===== src/rtl/alu_pipe.sv =====
// -----------------------------------------------------------------------------
// alu_pipe
// Two-stage pipelined ALU behind a valid/ready handshake. Stage 1 captures the
// operands and opcode. The ALU function and its status flags are computed from
// stage 1 and registered into stage 2, which drives every output. Backpressure
// from downstream stalls stage 2 first, then stage 1, and finally upstream
// through o_ready. Operations are never dropped and never reordered.
//
// Ports
//   i_clk       clock, all state changes on the rising edge
//   i_reset     asynchronous, active-high reset
//   i_valid     upstream presents an operation
//   o_ready     pipeline can accept an operation this cycle
//   i_op_1      operand A (two's complement)
//   i_op_2      operand B, or the unsigned shift amount for shifts
//   i_opcode    operation select
//   o_valid     o_result and the flags hold a valid result
//   i_ready     downstream accepts the result this cycle
//   o_result    ALU result
//   o_zero      result is zero (legal opcodes only)
//   o_negative  result MSB (legal opcodes only)
//   o_carry     ADD carry-out / SUB borrow
//   o_overflow  signed overflow for ADD/SUB
//   o_illegal   opcode is not a supported operation
// -----------------------------------------------------------------------------
module alu_pipe #(
    parameter int NB_DATA   = 8,
    parameter int NB_OPCODE = 6
) (
    input  logic                 i_clk,
    input  logic                 i_reset,
    input  logic                 i_valid,
    output logic                 o_ready,
    input  logic [NB_DATA-1:0]   i_op_1,
    input  logic [NB_DATA-1:0]   i_op_2,
    input  logic [NB_OPCODE-1:0] i_opcode,
    output logic                 o_valid,
    input  logic                 i_ready,
    output logic [NB_DATA-1:0]   o_result,
    output logic                 o_zero,
    output logic                 o_negative,
    output logic                 o_carry,
    output logic                 o_overflow,
    output logic                 o_illegal
);

    localparam logic [NB_OPCODE-1:0] OP_ADD = NB_OPCODE'(6'b100000);
    localparam logic [NB_OPCODE-1:0] OP_SUB = NB_OPCODE'(6'b100010);
    localparam logic [NB_OPCODE-1:0] OP_AND = NB_OPCODE'(6'b100100);
    localparam logic [NB_OPCODE-1:0] OP_OR  = NB_OPCODE'(6'b100101);
    localparam logic [NB_OPCODE-1:0] OP_XOR = NB_OPCODE'(6'b100110);
    localparam logic [NB_OPCODE-1:0] OP_NOR = NB_OPCODE'(6'b100111);
    localparam logic [NB_OPCODE-1:0] OP_SRA = NB_OPCODE'(6'b000011);
    localparam logic [NB_OPCODE-1:0] OP_SRL = NB_OPCODE'(6'b000010);
    localparam logic [NB_OPCODE-1:0] OP_SLL = NB_OPCODE'(6'b000000);

    localparam int MSB = NB_DATA - 1;

    // Stage 1 registers
    logic                 s1Valid_q;
    logic [NB_DATA-1:0]   s1Op1_q;
    logic [NB_DATA-1:0]   s1Op2_q;
    logic [NB_OPCODE-1:0] s1Opcode_q;

    // Stage 2 registers
    logic                 s2Valid_q;
    logic [NB_DATA-1:0]   result_q;
    logic                 zero_q;
    logic                 negative_q;
    logic                 carry_q;
    logic                 overflow_q;
    logic                 illegal_q;

    // Next-state values for stage 2, computed from stage 1
    logic [NB_DATA-1:0]   result_d;
    logic                 zero_d;
    logic                 negative_d;
    logic                 carry_d;
    logic                 overflow_d;
    logic                 illegal_d;
    logic [NB_DATA:0]     sumWide;
    logic [NB_DATA:0]     diffWide;

    logic                 adv2;

    // Stage 2 may move when it is empty or its result is being consumed.
    // Stage 1 may accept when it is empty or about to hand over to stage 2.
    // Neither term looks at i_valid, so o_ready has no path from i_valid.
    assign adv2    = !s2Valid_q || i_ready;
    assign o_ready = !s1Valid_q || adv2;

    // Stage 1 capture. Data registers load only on a real accept, so whatever
    // sits on the operand/opcode lines while nothing is accepted has no effect.
    always_ff @(posedge i_clk or posedge i_reset) begin
        if (i_reset) begin
            s1Valid_q  <= 1'b0;
            s1Op1_q    <= '0;
            s1Op2_q    <= '0;
            s1Opcode_q <= '0;
        end else if (o_ready) begin
            s1Valid_q <= i_valid;
            if (i_valid) begin
                s1Op1_q    <= i_op_1;
                s1Op2_q    <= i_op_2;
                s1Opcode_q <= i_opcode;
            end
        end
    end

    // ALU function and flags. Both ADD and SUB are done one bit wider so that
    // the top bit gives the carry-out (ADD) or the borrow (SUB) directly.
    // Shifts use the full operand B as the amount; SV shift semantics already
    // give zero (logical) or sign fill (arithmetic) once the amount reaches
    // NB_DATA.
    always_comb begin
        result_d   = '0;
        carry_d    = 1'b0;
        overflow_d = 1'b0;
        illegal_d  = 1'b0;
        sumWide    = {1'b0, s1Op1_q} + {1'b0, s1Op2_q};
        diffWide   = {1'b0, s1Op1_q} - {1'b0, s1Op2_q};
        case (s1Opcode_q)
            OP_ADD: begin
                result_d   = sumWide[MSB:0];
                carry_d    = sumWide[NB_DATA];
                overflow_d = (s1Op1_q[MSB] == s1Op2_q[MSB]) &&
                             (sumWide[MSB] != s1Op1_q[MSB]);
            end
            OP_SUB: begin
                result_d   = diffWide[MSB:0];
                carry_d    = diffWide[NB_DATA];
                overflow_d = (s1Op1_q[MSB] != s1Op2_q[MSB]) &&
                             (diffWide[MSB] != s1Op1_q[MSB]);
            end
            OP_AND:  result_d = s1Op1_q & s1Op2_q;
            OP_OR:   result_d = s1Op1_q | s1Op2_q;
            OP_XOR:  result_d = s1Op1_q ^ s1Op2_q;
            OP_NOR:  result_d = ~(s1Op1_q | s1Op2_q);
            OP_SRA:  result_d = $signed(s1Op1_q) >>> s1Op2_q;
            OP_SRL:  result_d = s1Op1_q >> s1Op2_q;
            OP_SLL:  result_d = s1Op1_q << s1Op2_q;
            default: illegal_d = 1'b1;
        endcase
        // An illegal opcode reports only o_illegal, never zero/negative.
        zero_d     = !illegal_d && (result_d == '0);
        negative_d = !illegal_d && result_d[MSB];
    end

    // Stage 2 register. It holds still while a result waits for i_ready, and
    // keeps its last data when a bubble passes through.
    always_ff @(posedge i_clk or posedge i_reset) begin
        if (i_reset) begin
            s2Valid_q  <= 1'b0;
            result_q   <= '0;
            zero_q     <= 1'b0;
            negative_q <= 1'b0;
            carry_q    <= 1'b0;
            overflow_q <= 1'b0;
            illegal_q  <= 1'b0;
        end else if (adv2) begin
            s2Valid_q <= s1Valid_q;
            if (s1Valid_q) begin
                result_q   <= result_d;
                zero_q     <= zero_d;
                negative_q <= negative_d;
                carry_q    <= carry_d;
                overflow_q <= overflow_d;
                illegal_q  <= illegal_d;
            end
        end
    end

    assign o_valid    = s2Valid_q;
    assign o_result   = result_q;
    assign o_zero     = zero_q;
    assign o_negative = negative_q;
    assign o_carry    = carry_q;
    assign o_overflow = overflow_q;
    assign o_illegal  = illegal_q;

endmodule


===== config.mk =====
export PLATFORM = sky130hd
export DESIGN_NAME = alu_pipe
export DESIGN_NICKNAME = d
export VERILOG_FILES = /design/src/rtl/alu_pipe.sv
export SDC_FILE = /design/constraint.sdc
export NUM_CORES = 1
export LEC_CHECK = 0
export CAP_MARGIN = 10
export CORE_UTILIZATION = 45
export DETAILED_ROUTE_END_ITERATION = 7
export PLACE_DENSITY = 0.66
export RECOVER_POWER = 50
export SETUP_SLACK_MARGIN = 0.3
export SYNTH_ARGS = -nofsm -noshare
export SYNTH_HDL_FRONTEND = slang
export SYNTH_SLANG_ARGS = --single-unit

===== constraint.sdc =====
create_clock -name i_clk -period 5.37 [get_ports i_clk]
set_input_delay 1.3425 -clock i_clk [delete_from_list [all_inputs] [get_ports i_clk]]
set_output_delay 1.3425 -clock i_clk [all_outputs]
set_load 0.02 [all_outputs]

* After elaboration in Yosys (flattened, before gate mapping)
Index checks and enable logic that the tools add are counted.
** Storage, ports and cells
- Word-level logic and storage cells :: 49
- Bits in registers :: 37
- Latch bits :: 0
- Memories kept :: 0
- Bits in read-only memories :: 0
- Output and inout port bits :: 15
- RAM bits :: 0
** Cells by class
- Equal/unequal tests :: 12
- $mul :: 0
- Shift-type cells :: 3
- $add $sub $neg :: 2
- Bitwise operators :: 4
- Div/mod/pow operators :: 0
- Magnitude comparators :: 0
- Mux-type cells :: 4
- Reductions and logical operators :: 13
** Operators by type and width (count)
- 8-bit one-hot mux with 9 select lines :: 1
- 6-bit == test (second input constant) :: 6
- 6-bit by 2-bit == test with 1-bit output (second input constant) :: 2
- 8-bit by 8-bit adder with 9-bit output :: 1
- 9-bit OR reduction :: 1
- 8-bit by 8-bit subtractor with 9-bit output :: 1
- 8-bit AND :: 1
- 8-bit zero test :: 1
- 8-bit inverter :: 1
- 8-bit bitwise OR :: 1
- 8-bit by 8-bit << shifter with 8-bit output :: 1
- 8-bit by 8-bit right shift with 8-bit output :: 1
- 8-bit by 8-bit >>> shifter with 8-bit output :: 1
- 8-bit XOR :: 1
- 6-bit zero test :: 1
- 1-bit logical AND :: 4
- 1-bit one-hot mux with 2 select lines :: 2
- 2-bit AND reduction :: 2
- 1-bit inequality test :: 3
- 1-bit zero test :: 2
- 1-bit logical OR :: 2
- 1-bit == test :: 1
- 1-bit two-way mux :: 1

* Longest topological paths before layout
Gate-level depths: netlist of the first run.
- Word-level depth :: 5
- Gate-level depth with buffers :: 11

* Worst setup path before layout of the first run
No wires, ideal clock.
- Path kind :: input -> output
- Start :: input i_ready
- End :: output o_ready
- Slack :: 2.402 ns
- Data required time :: 4.028 ns
- Arrival time :: 1.626 ns
- Cell stages on the path :: 1
- Cells stage by stage :: nand3b_1
** Between the ends
- Longest elaborated chain between the ends :: 2
** RTL lines
- from (decl) :: line 38 : input logic i_ready,
- 1-bit logical OR :: line 89 : assign adv2 = !s2Valid_q || i_ready;
- 1-bit logical OR :: line 90 : assign o_ready = !s1Valid_q || adv2;
- to (decl) :: line 33 : output logic o_ready,
Every way passes these cells.

* Worst setup path in the final report of the first run
Ends and elaborated chain as after synthesis.

==> results.py, run 1 <==
metrics = {
    "status": {
        "outcome": "finished with violations",
        "violations": "capacitance limit, slew limit",
    },
    "layout": {
        "drive_gt1_share_pct": 12.5,
        "syn_to_final_growth_pct": 14.7,
        "layout.nets": 476,
        "layout_commonest_cell": "dfrtp_1",
        "most-common-layout-cells": "37 x dfrtp_1, 33 x nand2_1, 33 x clkdlybuf4s50_1",
        "utilization_pct": 54.6,
        "diodes": 0,
    },
    "synth": {
        "synth_compound_area_share_pct": 23.4,
        "yosysSeqAreaShare_pct": 26.3,
        "synthSimpleGateAreaFrac_pct": 16.6,
        "synth_warnings": 0,
        "async_flop_share_pct": 100,
        "synth_edf_count": 0,
        "synth_top_family_by_area": "compound AO/OA/AOI/OAI gates",
        "synthAdderAreaFrac_pct": 9.65,
        "syn_nets": 452,
        "yosys_most_used_dff": "dfrtp_1",
        "synth_xor_area_share_pct": 0.993,
        "synth_area_sq_um": 3530,
        "synth-seq-cells": 37,
        "syn_area_per_cell_sq_um": 8.82,
        "ys_types": 62,
        "syn_inst": 400,
        "synth_mux_area_share_pct": 16.2,
    },
    "timing": {
        "fmax_ghz": 0.251,
        "fin_skew_ns": 0.00601,
        "tightest_slew_ns": 1.98,
        "min_period_ns": 3.99,
        "report.final.hold_viol_count": 0,
        "worst_slack_ns": 1.38,
        "relSlewSlack_pct": -31.9,
        "setup-tns-final_ns": 0,
        "slew_viol_final": 38,
        "period_share_pct": 74.3,
        "setup_violations": 0,
        "whs_ns": 0.477,
        "rsz0062_at_grt": "no",
    },
    "die": {
        "ios": 41,
        "start_util_pct": 47.6,
        "fp.dieW_um": 90.5,
        "dieArea_sq_um": 8200,
        "rows": 31,
        "die-height_um": 90.5,
        "core_area_sq_um": 7410,
    },
    "critical_path": {
        "cp_cell_sequence": "dlygate4sd3_1 > nand3b_1 > clkdlybuf4s50_1",
        "crit_path_start_kind": "input pin",
        "worstSetupPathType": "input pin to output port",
        "r2r_start": "s1Op2_q[2]$_DFFE_PP0P_",
        "required_ns": 4.03,
        "cp.arrival_ns": 2.65,
        "worstSetupEndpointType": "output port",
        "max_stage_delay_ns": 0.56,
        "cp_slowest_cell": "clkdlybuf4s50_1",
        "startpoint": "i_ready",
        "crit_fanout": 3,
    },
    "route": {
        "drc_errors": 0,
        "drtIter0Drc": 248,
        "avgRoutedWirePerCell_um": 19.0,
        "first_pass_iters": 5,
        "ant_nets": 0,
        "vias": 3310,
        "wirelength_um": 9930,
        "viasPerCell": 6.33,
    },
    "power_and_ir_drop": {
        "power_density_nw_per_um2": 271,
        "vdd_drop_max_uv": 171,
        "leakagePower_nw": 1.69,
    },
    "grt": {
        "grt_max_degree": 44,
        "grt.total_usage_pct": 25.1,
        "grt-ovfl-total": 0,
        "grt_pass1_wl_um": 16300,
        "antenna_found_initial": 0,
        "grt_pass1_vias": 3178,
    },
    "place": {
        "place_congestion": 0.939,
        "portBuffers": 40,
        "place_ws_ns": 1.36,
        "dp_hpwl_um": 7410,
    },
    "clocking": {
        "clk_latency_ns": 0.29,
        "h-tree-depth": 2,
        "hold_buffers": 0,
        "numCtsBuffers": 5,
        "clock-root-buffer": "clkbuf_8",
        "cts_sinks": 37,
        "cts_setup_buffers": 0,
        "ctsResizeCount": 0,
        "cts_tree": "built",
        "clkTransAtPathRegs_ns": 0.07,
        "cts_buffer_depth": 2,
    },
    "flow_run": {
        "max-cap-violations": 1,
    },
    "worst_hold_path": {
        "hp-class": "register to register",
        "worstHoldStart": "o_result[5]$_DFFE_PP0P_",
    },
}
flip-flops by register name (all words and copies together), names as in the netlist:
signal      flops
o_zero          1
o_overflow      1
o_valid         1
s1Op2_q         8
o_carry         1
s1Valid_q       1
o_illegal       1
o_result        8
s1Opcode_q      6
s1Op1_q         8
o_negative      1
cell usage after synthesis (6+ instances only):
cell       n  share of area, %
nand2b_1   9               1.6
mux4_2     7               4.5
a211oi_1   6               1.3
inv_1     32               3.4
o21ai_0   22               3.1
dfrtp_1   37                26
nor3_1     8               1.1
mux2_2    28               8.9
nor2_1    17               1.8
nand2_1   33               3.5
o211ai_1   9               1.9
o31ai_1    6               1.3
buf_2      9               1.3
a21o_1     6               1.3
clkbuf_1  16               1.7
ha_1      24               8.5
nand3_1   14               2.0
mux2i_1   10               2.8
a21oi_1   19               2.7
final cells by class:
type	instances	area [sq um]
flip-flops and latches	37	926
well taps	99	124
clock buffers	6	72.6
clock inverters	1	8.76
repair buffers	45	434
inverters	32	120
multi-input cells	303	2360
fillers	707	3360
per-layer routing:
| metal | wire length, um | track usage (%) | up-vias |
|---|---|---|---|
| met5 | 0 | 0 | - |
| met4 | 317 | 9.27 | 0 |
| met3 | 669 | 3.62 | 30 |
| met2 | 4420 | 38.1 | 153 |
| met1 | 4520 | 36.1 | 1597 |
| li1 | - | - | 1530 |
final timing paths:
kind                                           endpoint  slack [ns]  cells after the start
worst max-delay path                            o_ready        1.38                      3
worst min-delay path            o_result[5]$_DFFE_PP0P_        0.48                      2
worst max register to register   o_negative$_DFFE_PP0P_        1.85                      9
worst min register to register  o_result[5]$_DFFE_PP0P_        0.48                      2
max in group asynchronous        s1Op1_q[2]$_DFFE_PP0P_        2.03                      3
min in group asynchronous        s1Op1_q[7]$_DFFE_PP0P_        2.21                      3
metrics by stage:
stage / area, sq um / power, mW / instances
after floorplan: 3530 / 0.757 / 400
after global routing: 4050 / 1.17 / 523
after CTS: 4050 / 1.09 / 523
after detailed placement: 3970 / 0.905 / 516
final: 4050 / 1.10 / 523
after global placement: 3970 / 0.894 / 516
worst max-delay path, delay by kind of cell:
kind                   cells  cell delay (ns)
AND/OR/NAND/NOR            1             0.20
buffers and inverters      2             1.10
report_power, final:
part / internal (mW) / switching (mW)
clock network: 0.0899 / 0.100
logic: 0.229 / 0.284
registers: 0.310 / 0.0833
total: 0.630 / 0.467
kinds of logic (layout without fill, tap and decap cells):
family | Yosys count | in the layout
AO/OA/AOI/OAI | 115 | 115
AND/OR/NAND/NOR | 113 | 113
flip-flops | 37 | 37
XOR/XNOR | 4 | 4
buffers and inverters | 60 | 84
multiplexers | 45 | 45
adder cells (fa/ha/maj) | 26 | 26
Power figures use the tool's default switching activity.
==> run 2: changes to the inputs <==
clock period = 3.84 ns   (was 5.37 ns; I/O delays follow)
==> run 2 against run 1 <==
The run still ends with capacitance limit, slew limit left. Non-clock buffer count rose by 12. First-iteration DRC count fell by 8.5%. Total power rose by 43%. Sequential power rose by 28%. Clock-buffer cell count did not move. Critical endpoint unchanged. Largest cell class unchanged. Largest power group unchanged.
==> results.py, run 2 (synthesized netlist as in run 1, its figures left out) <==
metrics = {
    "clocking": {
        "cts_setup_buffers": 0,
        "cts_sinks": 37,
        "clock-root-buffer": "clkbuf_8",
        "cts_buffer_depth": 2,
        "h-tree-depth": 2,
        "hold_buffers": 0,
        "numCtsBuffers": 5,
        "ctsResizeCount": 0,
        "clk_latency_ns": 0.29,
        "clkTransAtPathRegs_ns": 0.07,
        "cts_tree": "built",
    },
    "route": {
        "vias": 3375,
        "drc_errors": 0,
        "ant_nets": 0,
        "wirelength_um": 10200,
        "drtIter0Drc": 227,
        "first_pass_iters": 4,
        "avgRoutedWirePerCell_um": 19.0,
        "viasPerCell": 6.31,
    },
    "die": {
        "die-height_um": 90.5,
        "core_area_sq_um": 7410,
        "fp.dieW_um": 90.5,
        "start_util_pct": 47.6,
        "dieArea_sq_um": 8200,
        "ios": 41,
        "rows": 31,
    },
    "layout": {
        "drive_gt1_share_pct": 14.7,
        "final.fill_count": 671,
        "multi_input_area_sq_um": 2360,
        "regArea_sq_um": 926,
        "layout_commonest_cell": "clkdlybuf4s50_1",
        "diodes": 0,
        "layout.nets": 488,
        "syn_to_final_growth_pct": 17.2,
        "most-common-layout-cells": "38 x clkdlybuf4s50_1, 37 x dfrtp_1, 33 x nand2_1",
    },
    "grt": {
        "grt.total_usage_pct": 25.8,
        "grt_pass1_wl_um": 16700,
        "met1_usage_pct": 36.7,
        "grt_max_degree": 38,
        "met3_usage_pct": 4.21,
        "grt-ovfl-total": 0,
        "top_usage_layer": "met2",
        "antenna_found_initial": 0,
        "grt_use_met2_pct": 40.3,
        "grt_pass1_vias": 3230,
    },
    "critical_path": {
        "crit_fanout": 3,
        "worstSetupPathType": "input pin to output port",
        "required_ns": 2.88,
        "worstSetupEndpointType": "output port",
        "crit_path_start_kind": "input pin",
        "cp.arrival_ns": 2.27,
    },
    "timing": {
        "period_share_pct": 84.0,
        "relSlewSlack_pct": -34.2,
        "worst_slack_ns": 0.614,
        "fmax_ghz": 0.310,
        "slew_viol_final": 38,
        "report.final.hold_viol_count": 0,
        "rsz0062_at_grt": "no",
        "fin_skew_ns": 0.00190,
        "setup_violations": 0,
        "tightest_slew_ns": 2.01,
        "setup-tns-final_ns": 0,
        "min_period_ns": 3.23,
    },
    "place": {
        "place_congestion": 0.960,
        "dp_hpwl_um": 7810,
        "portBuffers": 40,
        "place_ws_ns": 0.695,
    },
    "status": {
        "outcome": "finished with violations",
        "violations": "capacitance limit, slew limit",
    },
    "power_and_ir_drop": {
        "power_density_nw_per_um2": 380,
        "leakagePower_nw": 1.73,
        "vdd_drop_max_uv": 246,
    },
    "flow_run": {
        "max-cap-violations": 1,
    },
    "worst_hold_path": {
        "hp-class": "register to register",
    },
}
run 2: worst paths after layout:
kind	from	end	slack, ns	depth (start not counted)
max in group asynchronous	i_reset	s1Op1_q[0]$_DFFE_PP0P_	0.85	3
setup / recovery	i_ready	o_ready	0.61	3
hold reg to reg	o_result[5]$_DFFE_PP0P_	o_result[5]$_DFFE_PP0P_	0.48	2
hold / removal	o_result[5]$_DFFE_PP0P_	o_result[5]$_DFFE_PP0P_	0.48	2
setup reg to reg	s1Op1_q[1]$_DFFE_PP0P_	o_zero$_DFFE_PP0P_	0.97	9
min in group asynchronous	i_reset	s1Valid_q$_DFFE_PP0N_	1.83	3
run 2: cell type report:
type / instances / share of cell area, %
inverters: 32 / 2.91
multi-input cells: 303 / 57.1
clock inverters: 1 / 0.212
clock buffers: 6 / 1.76
repair buffers: 57 / 12.6
well taps: 99 / 3.00
flip-flops and latches: 37 / 22.4
run 2: power by group:
| part | switching, mW | leakage [nW] | internal [mW] |
|---|---|---|---|
| sequential | 0.0712 | 0.452 | 0.435 |
| combinational | 0.454 | 1.24 | 0.343 |
| clock | 0.142 | 0.0412 | 0.126 |
| total | 0.667 | 1.73 | 0.904 |
run 2: layer usage:
layer  part of all wire (%)  up-vias  routed length, um
met5                      0        -                  0
met4                    2.2        0                225
met3                    6.2       18                629
met2                     46      134               4650
met1                     46     1665               4660
li1                       -     1558                  -
run 2: metrics by stage:
stage	cell area, sq um	power (mW)	utilization [%]	hold WS [ns]	cells
global route	4130	1.68	55.8	0.517	535
floorplan	3530	1.06	-	0.479	400
global placement	4060	1.28	54.8	0.464	528
detailed placement	4060	1.30	54.8	0.469	528
finish	4130	1.57	55.8	0.484	535
CTS	4140	1.57	55.9	0.488	535
run 2: critical path, cell delays in order:
cell,delay (ns)
dlygate4sd3_1,0.54
nand3b_1,0.20
clkdlybuf4s50_1,0.56
==> run 3: changes to the inputs <==
clock period = 3.3 ns   (was 3.84 ns; I/O delays follow)
==> run 3 against run 2 <==
The flow now finishes without violations. Wire length is the same. Hold slack improved by 0.011 ns. Total power up 22%. Clock power is 41% higher. Global-route usage fell by 0.18 points. Die area unchanged. Sequential power grew 13%. Critical endpoint unchanged. Largest cell class unchanged.
==> results.py, run 3 (synthesized netlist as in run 1, its figures left out) <==
metrics = {
    "clocking": {
        "clock-root-buffer": "clkbuf_8",
        "cts_buffer_depth": 2,
        "cts_sinks": 37,
        "numCtsBuffers": 5,
        "ctsResizeCount": 0,
        "cts_setup_buffers": 0,
        "hold_buffers": 0,
        "h-tree-depth": 2,
        "cts_tree": "built",
        "clkTransAtPathRegs_ns": 0.08,
        "clk_latency_ns": 0.30,
    },
    "timing": {
        "setup_violations": 0,
        "relSlewSlack_pct": 16.4,
        "period_share_pct": 89.2,
        "worst_slack_ns": 0.356,
        "fin_skew_ns": 0.00831,
        "slew_viol_final": 0,
        "tightest_slew_ns": 1.25,
        "rsz0062_at_grt": "no",
        "fmax_ghz": 0.340,
        "setup-tns-final_ns": 0,
        "report.final.hold_viol_count": 0,
        "min_period_ns": 2.94,
    },
    "grt": {
        "grt.total_usage_pct": 25.7,
        "antenna_found_initial": 0,
        "grt_pass1_vias": 3203,
        "grt_pass1_wl_um": 16600,
        "top_usage_layer": "met2",
        "grt_max_degree": 39,
        "grt-ovfl-total": 0,
        "grt_use_met2_pct": 39.6,
        "met1_usage_pct": 37.0,
        "met3_usage_pct": 3.96,
    },
    "layout": {
        "drive_gt1_share_pct": 16.4,
        "utilization_pct": 56.6,
        "diodes": 0,
        "most-common-layout-cells": "38 x clkdlybuf4s50_1, 37 x dfrtp_1, 33 x nand2_1",
        "final_area_sq_um": 4200,
        "layout.nets": 491,
        "layout_commonest_cell": "clkdlybuf4s50_1",
        "syn_to_final_growth_pct": 19.0,
    },
    "die": {
        "start_util_pct": 47.6,
        "ios": 41,
        "rows": 31,
        "dieArea_sq_um": 8200,
        "die-height_um": 90.5,
        "core_area_sq_um": 7410,
        "fp.dieW_um": 90.5,
    },
    "flow_run": {
        "max-cap-violations": 0,
    },
    "critical_path": {
        "required_ns": 2.47,
        "critical_path.top_delay_family": "buffers and inverters",
        "crit_path_start_kind": "input pin",
        "cp.arrival_ns": 2.12,
        "crit_fanout": 3,
        "worstReg2RegEnd": "o_zero$_DFFE_PP0P_",
        "max_stage_delay_ns": 0.62,
        "cp_slowest_cell": "clkdlybuf4s50_1",
        "worstSetupEndpointType": "output port",
        "cp_cell_sequence": "dlygate4sd3_1 > nand3b_1 > clkdlybuf4s50_1",
        "r2r_slack_ns": 0.45,
        "r2r_start": "s1Op1_q[0]$_DFFE_PP0P_",
        "rr_worst_depth": 11,
        "worstSetupPathType": "input pin to output port",
        "critPathBufInv": 2,
    },
    "place": {
        "place_ws_ns": 0.422,
        "place_area_sq_um": 4080,
        "portBuffers": 40,
        "place_congestion": 0.942,
        "dp_hpwl_um": 7710,
    },
    "route": {
        "drtIter0Drc": 322,
        "drc_errors": 0,
        "viasPerCell": 6.22,
        "first_pass_iters": 5,
        "ant_nets": 0,
        "wirelength_um": 10200,
        "vias": 3351,
        "avgRoutedWirePerCell_um": 18.9,
    },
    "power_and_ir_drop": {
        "finalPower_mw": 1.91,
        "power_density_nw_per_um2": 455,
        "vdd_drop_max_uv": 259,
        "leakagePower_nw": 1.77,
    },
    "worst_hold_path": {
        "hold_depth": 2,
        "hold_end": "o_result[5]$_DFFE_PP0P_",
        "hp-class": "register to register",
        "worstHoldStart": "o_result[5]$_DFFE_PP0P_",
    },
    "status": {
        "outcome": "finished clean",
    },
}
## run 3: changes by cell type in the layout (fill, tap and decap cells not counted)
cell and change:
a2111oi_0 -1, a2111oi_2 +1, buf_4 +4, clkbuf_1 -2
clkbuf_8 +2, clkinv_4 -1, inv_6 +1, o41ai_1 -1
o41ai_2 +1
## run 3: layout make-up
cell class,count,area (sq um)
Tap cell,99,124
Timing Repair Buffer,60,547
Clock inverter,1,8.76
Fill cell,683,3210
Clock buffer,7,96.3
Multi-Input combinational cell,303,2370
Inverter,32,120
Sequential cell,37,926
## run 3: how the worst max path moves through the flow
stage	start	endpoint	slack, ns	cells after the start
finish	i_ready	o_ready	0.36	3
floorplan	s1Op2_q[1]$_DFFE_PP0P_	o_negative$_DFFE_PP0P_	0.61	11
detailed placement	i_ready	o_ready	0.42	3
global route	s1Op2_q[2]$_DFFE_PP0P_	o_negative$_DFFE_PP0P_	0.29	9
CTS	i_ready	o_ready	0.42	3
global placement	i_ready	o_ready	0.43	3
## run 3: power breakdown
part	total, mW	internal, mW	switching, mW
Clock	0.377	0.193	0.183
Combinational	0.961	0.410	0.551
Sequential	0.572	0.507	0.0655
## run 3: metal layers
metal | wire length [um] | up-vias
met3 | 719 | 24
met1 | 4600 | 1631
met2 | 4610 | 137
met5 | 0 | -
li1 | - | 1559
met4 | 238 | 0
## run 3: worst reg2reg max path, stage by stage (launching register included)
cell      delay [ns]
dfrtp_1         0.48
inv_1           0.12
ha_1            0.17
inv_1           0.06
fa_1            0.40
nor3b_1         0.18
o31ai_1         0.27
o31ai_1         0.13
xnor2_1         0.20
a221oi_1        0.35
nand4_1         0.18
o31ai_2         0.24
## run 3: stage by stage
stage / instances / hold WS (ns)
floorplan: 400 / 0.479
global placement: 531 / 0.462
detailed placement: 531 / 0.469
CTS: 539 / 0.493
global route: 539 / 0.507
finish: 539 / 0.495
